--- src/rtl/cpu_pkg.sv ---
// cpu_pkg: shared constants and types for the instruction-fetch stage.
//   RESET_PC / EXC_PC / NOP_INST / PC_STEP : default fetch constants
//   if_id_t   : IF/ID pipeline register contents (pc, pc4, inst, valid)
//   pc_sel_t  : which source the next-PC mux picked this cycle
//   align_word: clears the two low address bits of a redirect target
package cpu_pkg;

    localparam logic [31:0] RESET_PC = 32'h0000_0000;
    localparam logic [31:0] EXC_PC   = 32'h0000_0180;
    localparam logic [31:0] NOP_INST = 32'h0000_0000;
    localparam logic [31:0] PC_STEP  = 32'd4;

    typedef struct packed {
        logic [31:0] pc;
        logic [31:0] pc4;
        logic [31:0] inst;
        logic        valid;
    } if_id_t;

    typedef enum logic [2:0] {
        SEL_EXC,
        SEL_HOLD,
        SEL_PEND,
        SEL_REDIR,
        SEL_SEQ
    } pc_sel_t;

    function automatic logic [31:0] align_word(input logic [31:0] addr);
        return {addr[31:2], 2'b00};
    endfunction

endpackage

--- src/rtl/pc_next_mux.sv ---
// pc_next_mux: combinational priority select of the next fetch address.
// Ports:
//   exc_req     in   exception request, highest priority
//   stall       in   hold current PC
//   pend_valid  in   a redirect was buffered during a stall
//   pend_pc     in   buffered (aligned) redirect target
//   redirect    in   redirect from ID this cycle
//   redirect_pc in   redirect target, already word aligned
//   pc          in   current fetch address
//   next_pc     out  selected next fetch address
//   sel         out  which source was selected
module pc_next_mux
    import cpu_pkg::*;
#(
    parameter logic [31:0] EXC_VECTOR = 32'h0000_0180
) (
    input  logic        exc_req,
    input  logic        stall,
    input  logic        pend_valid,
    input  logic [31:0] pend_pc,
    input  logic        redirect,
    input  logic [31:0] redirect_pc,
    input  logic [31:0] pc,
    output logic [31:0] next_pc,
    output pc_sel_t     sel
);

    // A fresh redirect is newer than a buffered one, so it is checked first.
    always_comb begin
        sel     = SEL_SEQ;
        next_pc = pc + PC_STEP;
        if (exc_req) begin
            sel     = SEL_EXC;
            next_pc = EXC_VECTOR;
        end else if (stall) begin
            sel     = SEL_HOLD;
            next_pc = pc;
        end else if (redirect) begin
            sel     = SEL_REDIR;
            next_pc = redirect_pc;
        end else if (pend_valid) begin
            sel     = SEL_PEND;
            next_pc = pend_pc;
        end
    end

endmodule

--- src/rtl/if_fetch_stage.sv ---
// if_fetch_stage: instruction-fetch stage. Owns the PC, drives imem, and
// captures the returned instruction into the IF/ID pipeline register.
// Optional build macro IF_DELAY_SLOT_EN: keep the delay-slot instruction on
// a redirect instead of bubbling it.
// Ports:
//   clk, reset (async, active low)
//   stall, redirect, redirect_pc, exc_req : control from hazard/ID/later stages
//   inst        in   instruction word from imem for the current pc
//   pc, IM_R    out  fetch address and read enable to imem
//   if_id_pc, if_id_pc4, if_id_inst, if_id_valid : IF/ID register
//   fetch_cnt   out  number of valid instructions captured into IF/ID
module if_fetch_stage #(
    parameter logic [31:0] RESET_PC = cpu_pkg::RESET_PC,
    parameter logic [31:0] EXC_PC   = cpu_pkg::EXC_PC,
    parameter logic [31:0] NOP_INST = cpu_pkg::NOP_INST
) (
    input  logic        clk,
    input  logic        reset,
    input  logic        stall,
    input  logic        redirect,
    input  logic [31:0] redirect_pc,
    input  logic        exc_req,
    input  logic [31:0] inst,
    output logic [31:0] pc,
    output logic        IM_R,
    output logic [31:0] if_id_pc,
    output logic [31:0] if_id_pc4,
    output logic [31:0] if_id_inst,
    output logic        if_id_valid,
    output logic [31:0] fetch_cnt
);

    cpu_pkg::if_id_t  if_id_q;
    cpu_pkg::if_id_t  capture;
    cpu_pkg::if_id_t  bubble;
    cpu_pkg::pc_sel_t sel;

    logic        started;
    logic        pend_valid;
    logic [31:0] pend_pc;
    logic [31:0] next_pc;
    logic [31:0] redirect_pc_al;

    assign redirect_pc_al = cpu_pkg::align_word(redirect_pc);
    assign capture = '{pc: pc, pc4: pc + cpu_pkg::PC_STEP, inst: inst, valid: 1'b1};
    assign bubble  = '{pc: '0, pc4: '0, inst: NOP_INST, valid: 1'b0};

    pc_next_mux #(
        .EXC_VECTOR (EXC_PC)
    ) u_pc_next_mux (
        .exc_req     (exc_req),
        .stall       (stall),
        .pend_valid  (pend_valid),
        .pend_pc     (pend_pc),
        .redirect    (redirect),
        .redirect_pc (redirect_pc_al),
        .pc          (pc),
        .next_pc     (next_pc),
        .sel         (sel)
    );

    // The first edge after reset only raises IM_R so that imem has a full
    // cycle to present the word at RESET_PC before it is captured.
    always_ff @(posedge clk or negedge reset) begin
        if (!reset) begin
            pc         <= RESET_PC;
            IM_R       <= 1'b0;
            started    <= 1'b0;
            if_id_q    <= '{pc: '0, pc4: '0, inst: NOP_INST, valid: 1'b0};
            pend_valid <= 1'b0;
            pend_pc    <= '0;
            fetch_cnt  <= '0;
        end else if (!started) begin
            started <= 1'b1;
            IM_R    <= 1'b1;
        end else begin
            pc <= next_pc;
            unique case (sel)
                cpu_pkg::SEL_EXC: begin
                    if_id_q    <= bubble;
                    pend_valid <= 1'b0;
                end
                cpu_pkg::SEL_HOLD: begin
                    if (redirect) begin
                        pend_pc    <= redirect_pc_al;
                        pend_valid <= 1'b1;
                    end
                end
                cpu_pkg::SEL_PEND, cpu_pkg::SEL_REDIR: begin
                    pend_valid <= 1'b0;
`ifdef IF_DELAY_SLOT_EN
                    if_id_q   <= capture;
                    fetch_cnt <= fetch_cnt + 32'd1;
`else
                    if_id_q   <= bubble;
`endif
                end
                cpu_pkg::SEL_SEQ: begin
                    if_id_q   <= capture;
                    fetch_cnt <= fetch_cnt + 32'd1;
                end
            endcase
        end
    end

    assign if_id_pc    = if_id_q.pc;
    assign if_id_pc4   = if_id_q.pc4;
    assign if_id_inst  = if_id_q.inst;
    assign if_id_valid = if_id_q.valid;

endmodule

--- config.mk ---
export PLATFORM = sky130hd
export DESIGN_NAME = if_fetch_stage
export DESIGN_NICKNAME = d
export VERILOG_FILES = /design/src/rtl/cpu_pkg.sv /design/src/rtl/pc_next_mux.sv /design/src/rtl/if_fetch_stage.sv
export SDC_FILE = /design/constraint.sdc
export NUM_CORES = 1
export LEC_CHECK = 0
export BUFFER_PORTS_ARGS = -buffer_cell sky130_fd_sc_hd__buf_2
export CORE_MARGIN = 2
export CORE_UTILIZATION = 58
export DETAILED_ROUTE_END_ITERATION = 6
export GPL_ROUTABILITY_DRIVEN = 1
export PLACE_DENSITY = 0.86
export SYNTH_ARGS = -nofsm -noshare
export SYNTH_HDL_FRONTEND = slang
export SYNTH_HIERARCHICAL = 1
export SYNTH_SLANG_ARGS = --single-unit
--- constraint.sdc ---
create_clock -name clk -period 4.1 [get_ports clk]
set_clock_uncertainty 0.05 [all_clocks]
set_input_delay 0.205 -clock clk [delete_from_list [all_inputs] [get_ports clk]]
set_output_delay 0.205 -clock clk [all_outputs]
set_load 0.005 [all_outputs]
==> impl_results.md <==
- Clock tree root buffer cell: clkbuf_16
- Endpoints failing setup: 0
- Yosys warnings: 6
- CTS Buf Count: 17
- Initial Utilization: 0.595
- Nets: 1,196
- Layout area overhead: 26.2%
- Critical Path AT: 3.38 ns
- Hold_ws: 0.0277 ns
- Cell mode on critical path: buf_4
- Minimum clock period after layout: 3.07 ns
- Fin. max-slew vios: 0
- Status: finished, final reports clean
- PnR worst setup slack: 1.03 ns
- Die X: 132 um
- Die Area: 17,300 um^2
- Cell taking the most area after synthesis: dfrtp_1
- Initial drt markers: 822
- Slew HR: 0.377
- Die Span Y: 132 um
- Antenna violations before repair: 0
- Leak Pwr: 5.81 nW
- DP HPWL: 17,300 um
- Crit path largest cell delay: 0.39 ns
- Sw Share: 0.288
- Vias per inst: 6.19
- Largest net degree at the start of global routing: 120
- # resized after CTS: 0
- Seq cells post-synth: 192
- Layout cell share with drive strength beyond 1: 0.326
- Sequential share of the synthesized area: 0.508
- Area contributors post-synth: dfrtp_1 51%, mux2_2 7.5%, a22o_1 6.3%
- Least-Margin Pin Slew: 0.934 ns
- Mapped cell area: 9450 um^2
- Logic pwr share: 0.146
- GRT Resource Usage Total: 0.313
- Core area: 15,900 um^2
- Hold Crit Class: input port to register
- Crit Path Max Fanout: 32
- Post-route ant nets: 0
- Post-synth EDFFs: 0
- Sequential share of power: 0.488
- Port bufs: 228
- Max clock buf depth: 2
- I/O Pins: 231
- Row Count: 46
- Post-synth ARST share: 1.00
- Ys flop type: dfrtp_1
- Pint: 3.31 mW
- DRC viols: 0
- Final hold vios: 0
- Setup TNS: 0 ns
- Worst Path Required: 4.42 ns
- Clock share of power: 0.365
- Final period util: 0.748
- Synth cell types: 77
- Gr ovfl total: 0
- Syn Inst Count: 859
- Avg Cell Area, Syn: 11.0 um^2
- Pwr/cell area: 390 nW/um^2
- Crit start category: register
- Clk_lat worst skew: 0.44 ns
- Setup WS pre-CTS: 1.10 ns
- DRT Pass-1 Iters: 7
- Fmax: 326 MHz
- Via count: 8,377
- Peak VDD IR: 0.000308 V
- RSZ-0062 raised after global routing: no
- Top cell type's share of synthesized area: 0.508
- Gpl congestion: 0.855
- CTS tree: done
- H-tree depth reported by CTS: 4
- Crit Path Class: register to register
- Total routed wirelength: 26,800 um
- Vias in the first global route: 8,162
- Cell class contributing the biggest share of worst-path delay: simple AND/OR/NAND/NOR gates
- CP Capture Type: register
- MaxCap Viol Count: 0
- Clock sink count: 192
- Reg clk slew, reported paths: 0.07 ns
- First-pass GRT wire length: 43,400 um
- CP max stage cell: nor3_1
- Psw: 1.34 mW
- Wire per inst: 19.8 um
- Buffers & Inverters on Critical Path: 3
- Crit path cell chain: buf_4, inv_1, nand2_2, nor3_1, and4bb_2, buf_4, and3_1, nor2b_1, xor2_1
-- metrics by stage --
| step | instances | util | instance area (um^2) | total power, mW |
|---|---|---|---|---|
| global placement | 1260 | 0.674 | 10700 | 2.89 |
| finish | 1354 | 0.751 | 11900 | 4.65 |
| floorplan | 862 | - | 9460 | 2.63 |
| CTS | 1353 | 0.751 | 11900 | 4.64 |
| detailed placement | 1260 | 0.674 | 10700 | 2.92 |
| global route | 1353 | 0.751 | 11900 | 4.83 |
-- synthesized netlist by cell type, drive strengths merged, types with 2 or more instances --
master / n
dfrtp: 192
nand2: 79
a22o: 69
mux2: 64
o21ai: 47
nand3: 36
xnor2: 35
nand4: 33
a21oi: 31
clkbuf: 30
nor2: 30
buf: 27
xor2: 25
and3: 20
o22ai: 16
and4: 14
nor3: 14
inv: 10
a211oi: 9
nor4: 8
mux2i: 6
a311oi: 4
nand2b: 4
o211ai: 4
o221a: 4
o221ai: 4
a31oi: 3
and2: 3
ha: 3
o21a: 3
o31ai: 3
a32oi: 2
conb: 2
nor2b: 2
o311a: 2
or3: 2
-- final cells by class --
| type | instances | area, um^2 |
|---|---|---|
| sequential | 192 | 4800 |
| multi-input combinational | 601 | 4330 |
| fill | 1060 | 3960 |
| timing repair buffer | 301 | 1880 |
| clock buffer | 18 | 429 |
| tap | 216 | 270 |
| clock inverter | 14 | 174 |
| inverter | 11 | 41.3 |
| antenna | 1 | 2.50 |
-- logic make-up after synthesis --
kind of cell	after synthesis	share of synthesized area
compound gates	211	0.164
simple gates	252	0.148
xor+xnor	60	0.0556
flops	192	0.508
buf+inv	69	0.0367
mux	70	0.0830
fa+ha+maj	3	0.00397
other cells	2	0.000794
-- state kept, by name (all words and copies together), names as in the netlist --
name / flops
IM_R: 1
fetch_cnt: 32
if_id_inst: 32
if_id_pc: 32
if_id_pc4: 30
if_id_valid: 1
pc: 32
pend_pc: 30
pend_valid: 1
started: 1
-- timing repair --
item,in CTS,in global routing
hold buffers,61,0
endpoints found under the hold margin,178,0
setup buffers,0,0
setup endpoints to repair,0,0
-- cells in the final DEF, fill, tap and decap left out, types with 25 or more instances in the layout --
| master | synthesis | layout |
|---|---|---|
| dlygate4sd3_1 | 0 | 61 |
| nand2_1 | 78 | 78 |
| a22o_1 | 68 | 68 |
| dfrtp_1 | 192 | 192 |
| a21oi_1 | 31 | 31 |
| buf_2 | 12 | 227 |
| nand4_1 | 30 | 30 |
| nor2_1 | 27 | 26 |
| xnor2_1 | 35 | 35 |
| o21ai_0 | 39 | 39 |
| mux2_2 | 63 | 63 |
| xor2_1 | 25 | 25 |
| nand3_1 | 36 | 35 |
-- worst paths after layout --
| kind | start | to | slack, ns | cells past startpoint |
|---|---|---|---|---|
| hold / removal | redirect_pc[8] | pend_pc[8] | 0.03 | 2 |
| setup / recovery | pend_valid | fetch_cnt[6] | 1.03 | 9 |
| min in group asynchronous | reset | if_id_valid | 0.38 | 2 |
| hold reg to reg | fetch_cnt[31] | fetch_cnt[31] | 0.42 | 1 |
| setup reg to reg | pend_valid | fetch_cnt[6] | 1.03 | 9 |
| max in group asynchronous | reset | pend_valid | 2.73 | 3 |
-- metal layers --
layer | wire length, um | global-route usage | vias to the layer above
met5 | 0 | 0 | -
met4 | 707 | 0.116 | 0
met3 | 2280 | 0.0567 | 68
met2 | 12900 | 0.497 | 432
met1 | 11000 | 0.432 | 4139
li1 | - | - | 3738
-- power groups by stage --
stage | Combinational (mW) | Sequential (mW) | Clock [mW]
final | 0.681 | 2.27 | 1.70
after global routing | 0.744 | 2.29 | 1.79
after CTS | 0.675 | 2.26 | 1.71
after detailed placement | 0.625 | 2.30 | 0
after global placement | 0.606 | 2.29 | 0
after floorplan | 0.393 | 2.23 | 0
No activity file was read; power rests on OpenSTA's default activity.
